$ cat src/rtl/ir_blk_ctrl.sv
// Block-assembly controller ahead of the OFDM interleaver: collects one Ncbps-bit
// block from the serial coded-bit stream and presents it, tagged, until accepted.
module ir_blk_ctrl #(
   parameter int unsigned MAX_BLK = 1152,
   parameter int unsigned CNT_W   = 11
) (
   input  logic               clk,
   input  logic               reset,
   input  logic [1:0]         rate_id,
   input  logic [2:0]         subchan_ct,
   input  logic               in_bit,
   input  logic               in_valid,
   output logic               in_ready,
   input  logic               flush,
   output logic [MAX_BLK-1:0] out_blk,
   output logic               out_blk_valid,
   input  logic               out_blk_ready,
   output logic [CNT_W-1:0]   out_ncbps,
   output logic [1:0]         out_mod,
   output logic               cfg_err,
   output logic [15:0]        blk_cnt
);

   localparam int unsigned BLK_CNT_W = 16;

   typedef enum logic [1:0] {
      S_IDLE = 2'd0,
      S_FILL = 2'd1,
      S_HOLD = 2'd2
   } state_t;

   state_t                 r_state;
   state_t                 w_state_nxt;
   logic [MAX_BLK-1:0]     r_buf;
   logic [CNT_W-1:0]       r_cnt;
   logic [CNT_W-1:0]       r_ncbps;
   logic [1:0]             r_mod;
   logic                   r_cfg_err;
   logic [BLK_CNT_W-1:0]   r_blk_cnt;

   logic                   w_accept;
   logic                   w_code_ok;
   logic                   w_last;
   logic                   w_handoff;

   // Ncbps = 192*Ncpc at 16 subchannels, halved per subchannel code step
   function automatic logic [CNT_W-1:0] f_ncbps(input logic [1:0] rate,
                                                 input logic [2:0] code);
      logic [CNT_W-1:0] v_full;
      case (rate)
         2'd0:    v_full = CNT_W'(192);
         2'd1:    v_full = CNT_W'(384);
         2'd2:    v_full = CNT_W'(768);
         default: v_full = CNT_W'(1152);
      endcase
      return v_full >> code;
   endfunction

   assign in_ready  = ~reset & ~flush & (r_state != S_HOLD);
   assign w_accept  = in_valid & in_ready;
   assign w_code_ok = (subchan_ct <= 3'd4);
   assign w_last    = (r_cnt == (r_ncbps - CNT_W'(1)));
   assign w_handoff = (r_state == S_HOLD) & out_blk_ready;

   // State register
   always_ff @(posedge clk or posedge reset) begin
      if (reset) begin
         r_state <= S_IDLE;
      end else begin
         r_state <= w_state_nxt;
      end
   end

   // Next-state logic; flush never aborts a completed block
   always_comb begin
      w_state_nxt = r_state;
      case (r_state)
         S_IDLE: begin
            if (w_accept && w_code_ok) w_state_nxt = S_FILL;
         end
         S_FILL: begin
            if (flush)                  w_state_nxt = S_IDLE;
            else if (w_accept && w_last) w_state_nxt = S_HOLD;
         end
         S_HOLD: begin
            if (out_blk_ready) w_state_nxt = S_IDLE;
         end
         default: w_state_nxt = S_IDLE;
      endcase
   end

   // Block buffer, bit counter, latched tags and handoff counter
   always_ff @(posedge clk or posedge reset) begin
      if (reset) begin
         r_buf     <= '0;
         r_cnt     <= '0;
         r_ncbps   <= '0;
         r_mod     <= '0;
         r_cfg_err <= 1'b0;
         r_blk_cnt <= '0;
      end else begin
         r_cfg_err <= (r_state == S_IDLE) & w_accept & ~w_code_ok;
         case (r_state)
            S_IDLE: begin
               if (flush) begin
                  r_cnt <= '0;
               end else if (w_accept && w_code_ok) begin
                  r_buf   <= MAX_BLK'(in_bit);
                  r_cnt   <= CNT_W'(1);
                  r_ncbps <= f_ncbps(rate_id, subchan_ct);
                  r_mod   <= rate_id;
               end
            end
            S_FILL: begin
               if (flush) begin
                  r_cnt <= '0;
               end else if (w_accept) begin
                  r_buf[r_cnt] <= in_bit;
                  r_cnt        <= r_cnt + CNT_W'(1);
               end
            end
            S_HOLD: begin
               if (w_handoff) begin
                  r_blk_cnt <= r_blk_cnt + BLK_CNT_W'(1);
                  r_cnt     <= '0;
               end
            end
            default: r_cnt <= '0;
         endcase
      end
   end

   assign out_blk       = r_buf;
   assign out_blk_valid = (r_state == S_HOLD);
   assign out_ncbps     = r_ncbps;
   assign out_mod       = r_mod;
   assign cfg_err       = r_cfg_err;
   assign blk_cnt       = r_blk_cnt;

endmodule
$ cat config.mk
export PLATFORM = sky130hd
export DESIGN_NAME = ir_blk_ctrl
export DESIGN_NICKNAME = d
export VERILOG_FILES = /design/src/rtl/ir_blk_ctrl.sv
export SDC_FILE = /design/constraint.sdc
export NUM_CORES = 2
export LEC_CHECK = 0
export ABC_AREA = 0
export CAP_MARGIN = 10
export CORE_AREA = 2 2 465 467
export CTS_BUF_LIST = sky130_fd_sc_hd__clkbuf_4 sky130_fd_sc_hd__clkbuf_8
export DETAILED_ROUTE_END_ITERATION = 10
export DIE_AREA = 0 0 467 469
export GPL_ROUTABILITY_DRIVEN = 0
export GPL_TIMING_DRIVEN = 0
export PLACE_DENSITY = 0.48
export SKIP_CTS_REPAIR_TIMING = 1
export SLEW_MARGIN = 20
export SYNTH_ARGS = -nofsm -noshare
export SYNTH_HDL_FRONTEND = slang
export SYNTH_SLANG_ARGS = --single-unit
$ cat constraint.sdc
create_clock -name clk -period 100.7 [get_ports clk]
set_input_delay 10.07 -clock clk [delete_from_list [all_inputs] [get_ports clk]]
set_output_delay 10.07 -clock clk [all_outputs]
set_load 0.01 [all_outputs]
==> summary.md <==
| Metric | Value |
|---|---|
| TritonCTS clock tree | `built` |
| Crit-path most repeated cell | `sky130_fd_sc_hd__clkdlybuf4s50_1` |
| Destination of the worst hold path | `blk_cnt[15]$_DFFE_PP0P_` |
| Total of flip-flops plus latches after synthesis | `1195` |
| Number of hold-slack violations in the final timing report | `0` |
| First drt pass iteration count | `7` |
| Number of distinct library cells after synthesis | `just over 60` |
| Setup slack after placement | `78.83 ns` |
| Final worst-path cycle share | `0.217` |
| Sequential share of the synthesized area | `0.571` |
| Worst path cell trace | `clkdlybuf4s50_1 > nor3_2 > clkdlybuf4s50_1` |
| Number of buffers added by the clock tree synthesis step | `218` |
| Number of cells traversed by the worst register-to-register path | `7` |
| Simple-Gate Fraction of Synth Area | `0.0293` |
| Site row count | `between 150 and 200` |
| Count of mapped cells out of synthesis | `about 5800` |
| Number of nets with antenna violations after detailed routing | `0` |
| Layout cell share with drive strength beyond 1 | `0.0863` |
| Worst reg2reg path endpoint | `out_blk[285]$_DFFE_PP0P_` |
| Cell area after layout | `0.0741 sq mm` |
| Multiplexer fraction of the synthesized cell area | `0.000621` |
| Xor and xnor area share after synthesis | `0.00635` |
| Synthesized-area fraction occupied by adder cells | `0.00215` |
| Non-Filler Instances | `10234` |
| Arrival time of data at the critical path endpoint | `11.75 ns` |
| Max-slew violation count | `0` |
| Sink count of the clock tree | `between 1000 and 1500` |
| Crit path max-delay family | `buffers and inverters` |
| Required time of the critical path | `between 90 and 100 ns` |
| Io pins | `1195` |
| Worst Hold Depth | `1` |
| Starting density of the core | `0.245` |
| H-tree depth | `4` |
| Final-report setup violation count | `0` |
| Critical-path cell with the highest stage delay | `sky130_fd_sc_hd__clkdlybuf4s50_1` |
| Nets in the synthesized netlist | `5771` |
| Vias after detailed routing | `57537` |
| Core area | `around 0.21 sq mm` |
| Post-layout nets | `7233` |
| Worst-case vdd ir drop | `0.0130 mV` |
| Worst Hold Launch | `blk_cnt[15]$_DFFE_PP0P_` |
| LEAKAGE | `~31 nW` |
| EDFF count, synth | `0` |
| Number of buffers and inverters on the critical path | `2` |
| Areal power density over the cells | `14.4 mW/mm^2` |
| Final clock skew | `0.0999 ns` |
| Synth area leader | `sky130_fd_sc_hd__dfrtp_1` |
| Area Overhead vs Synth | `41.3%` |
| Root buffer selected by CTS | `sky130_fd_sc_hd__clkbuf_8` |
| Total negative slack for setup checks | `0 ns` |
| Routed via count divided by cell count | `5.62` |
| Peak clock frequency supported by timing | `45.8 MHz` |
| Number of stages on the worst setup path | `3` |
| Max-capacitance violation count | `0` |
| Wirelength per Cell | `37.2 um` |
| Compound-gate portion of the synthesized area | `0.337` |
| Global-route wire length before repair | `500000 um` |
| Combinational family with the most area after synthesis | `compound AO/OA/AOI/OAI gates` |
| Longest Clk Path Bufs | `3` |
| Area enclosed by the die boundary | `0.219 sq mm` |
| Global route overflow | `0` |
| Post-detailed-route DRC marker count | `0` |
| Vias in the first global route | `55239` |
| End-of-flow core utilization | `0.347` |
| Area share of the largest cell type after synthesis | `0.571` |
| Worst setup slack after layout | `78.88 ns` |
| R2r setup slk | `96.71 ns` |
| Post-synthesis cell area | `0.0524 sq mm` |
| Critical Setup Path Class | `primary input to output port` |
| Dominant synthesized flop cell | `sky130_fd_sc_hd__dfrtp_1` |
| DP HPWL | `281000 um` |
| Share of async-settable or async-resettable flops after synthesis | `1.00` |
| Startpoint of the most critical register-to-register path | `r_cnt[8]$_DFFE_PP0P_` |
| Critical Path Sink Type | `output port` |
| Clock-pin transition on the worst setup and hold timing paths | `0.05 ns` |
| Period minus WS final | `approximately 22 ns` |
| Result of the run | `completed` |
| Port Buf Inserts | `1193` |
| Worst-path fanout max | `3` |
| Clock Latency Late Sink | `1.05 ns` |
| Top post-synthesis cells by area | `sky130_fd_sc_hd__dfrtp_1 (57%), sky130_fd_sc_hd__o21ai_0 (13%), sky130_fd_sc_hd__a21oi_1 (11%)` |
| Number of filler cells placed in the layout | `22131` |
| Pin count of the biggest net entering global routing | `102` |
| Highest cell delay on the worst timing path | `0.66 ns` |
| Worst relative slew slack | `0.132` |
| Unrepaired setup endpoints after global routing | `no` |
| Final wirelength | `approximately 380000 um` |
| Worst slew pin tran | `1.30 ns` |
| Die width | `between 400 and 500 um` |
| Startpoint type of the worst setup path | `primary input` |
| Post-Synthesis Mean Instance Area | `9.11 sq um` |
| Post-DP Area | `roughly 0.069 sq mm` |
| Iteration-0 DRC count of the detailed router | `~7000` |
| Class of the tightest hold or removal check | `register to register` |
| Global-route total usage across every layer | `0.335` |
| Vertical die dimension | `469 um` |
| Warnings from Yosys | `0` |
| Number of placed instances, taps included | `just under 10000` |
| Initial antenna violation count | `37` |
==> layout make-up <==
| class | count | area [sq um] | area share |
|---|---|---|---|
| clock buffer | 347 | 4260 | 0.0575 |
| clock inverter | 30 | 449 | 0.00606 |
| sequential | 1195 | 29900 | 0.404 |
| buffer | 703 | 2820 | 0.0381 |
| inverter | 15 | 63.8 | 0.000861 |
| multi-input combinational | 3838 | 19900 | 0.269 |
| antenna | 26 | 65.1 | 0.000878 |
| tap | 2838 | 3550 | 0.0479 |
| timing repair buffer | 1242 | 13100 | 0.176 |
==> worst max-delay path by stage <==
stage,slack (ns),from,endpoint
floorplan,56.97,reset,blk_cnt[0]$_DFFE_PP0P_
global route,78.78,reset,in_ready
CTS,78.82,reset,in_ready
global placement,40.63,reset,out_blk[1049]$_DFFE_PP0P_
finish,78.88,reset,in_ready
detailed placement,78.83,reset,in_ready
==> kinds of logic after synthesis <==
group | after synthesis
multiplexers | 3
XOR/XNOR | 38
flip-flops | 1195
adder cells (fa/ha/maj) | 9
AND/OR/NAND/NOR | 287
buffers and inverters | 718
AO/OA/AOI/OAI | 3501
==> cells in the mapped netlist (3+ instances only) <==
library cell / count
sky130_fd_sc_hd__a21oi_1: 1160
sky130_fd_sc_hd__and2_1: 13
sky130_fd_sc_hd__and3_1: 8
sky130_fd_sc_hd__buf_1: 4
sky130_fd_sc_hd__buf_2: 100
sky130_fd_sc_hd__buf_6: 4
sky130_fd_sc_hd__clkbuf_1: 594
sky130_fd_sc_hd__dfrtp_1: 1195
sky130_fd_sc_hd__ha_1: 9
sky130_fd_sc_hd__inv_1: 15
sky130_fd_sc_hd__nand2_1: 75
sky130_fd_sc_hd__nand2_2: 20
sky130_fd_sc_hd__nand2_4: 10
sky130_fd_sc_hd__nand2b_1: 17
sky130_fd_sc_hd__nand3_1: 11
sky130_fd_sc_hd__nand4_1: 6
sky130_fd_sc_hd__nor2_1: 76
sky130_fd_sc_hd__nor2b_1: 6
sky130_fd_sc_hd__nor3_1: 10
sky130_fd_sc_hd__nor3_2: 9
sky130_fd_sc_hd__nor3b_1: 4
sky130_fd_sc_hd__nor4_1: 3
sky130_fd_sc_hd__o21ai_0: 1398
sky130_fd_sc_hd__o21ai_1: 919
sky130_fd_sc_hd__o41ai_1: 3
sky130_fd_sc_hd__xnor2_1: 22
sky130_fd_sc_hd__xor2_1: 16
==> state kept, by name, indices dropped and copies added, names as in the netlist <==
| register | flops |
|---|---|
| out_blk | 1152 |
| cfg_err | 1 |
| out_ncbps | 11 |
| blk_cnt | 16 |
| r_cnt | 11 |
| out_mod | 2 |
| r_state | 2 |
==> per-layer routing <==
layer / part of all wire / global-route usage / up-vias
li1: - / - / 23570
met1: 0.38 / 0.404 / 29180
met2: 0.44 / 0.512 / 3969
met3: 0.11 / 0.106 / 816
met4: 0.073 / 0.220 / 2
met5: 0.000034 / 0 / -
==> layout by cell type, fill, tap and decap left out, drive strengths merged, types with 4 or more instances in the layout <==
cell type,Yosys,final
ha,9,9
xor2,16,16
diode,0,26
a21oi,1160,1160
o21ai,2317,2317
and2,14,14
and3,8,8
nor2,79,79
o41ai,4,4
nor2b,7,7
clkdlybuf4s50,0,1193
nor3,19,19
bufinv,0,5
inv,15,23
nand3,11,11
clkbuf,594,942
xnor2,22,22
nand2b,17,17
nor3b,4,4
dfrtp,1195,1195
buf,109,157
nand2,105,105
clkinv,0,17
nand4,6,6
==> stage by stage <==
stage | total power [mW] | hold WS (ns)
3_3_place_gp | 0.553 | 0.465
3_5_place_dp | 0.555 | 0.473
4_1_cts | 1.07 | 0.488
5_1_grt | 1.09 | 0.514
6_report | 1.06 | 0.482
2_1_floorplan | 0.530 | 0.507
==> where the power goes <==
group | internal (mW) | switching [mW]
clock network | 0.282 | 0.235
logic | 0.0170 | 0.0472
registers | 0.481 | 0.00178
total | 0.780 | 0.284
==> worst register-to-register path, delay by kind of cell (launching register included) <==
family / cells / cell delay, ns
compound gates: 3 / 0.51
buf+inv: 2 / 1.23
flops: 1 / 0.63
simple gates: 2 / 1.51
Note: power is estimated with default switching activity, not from simulation.
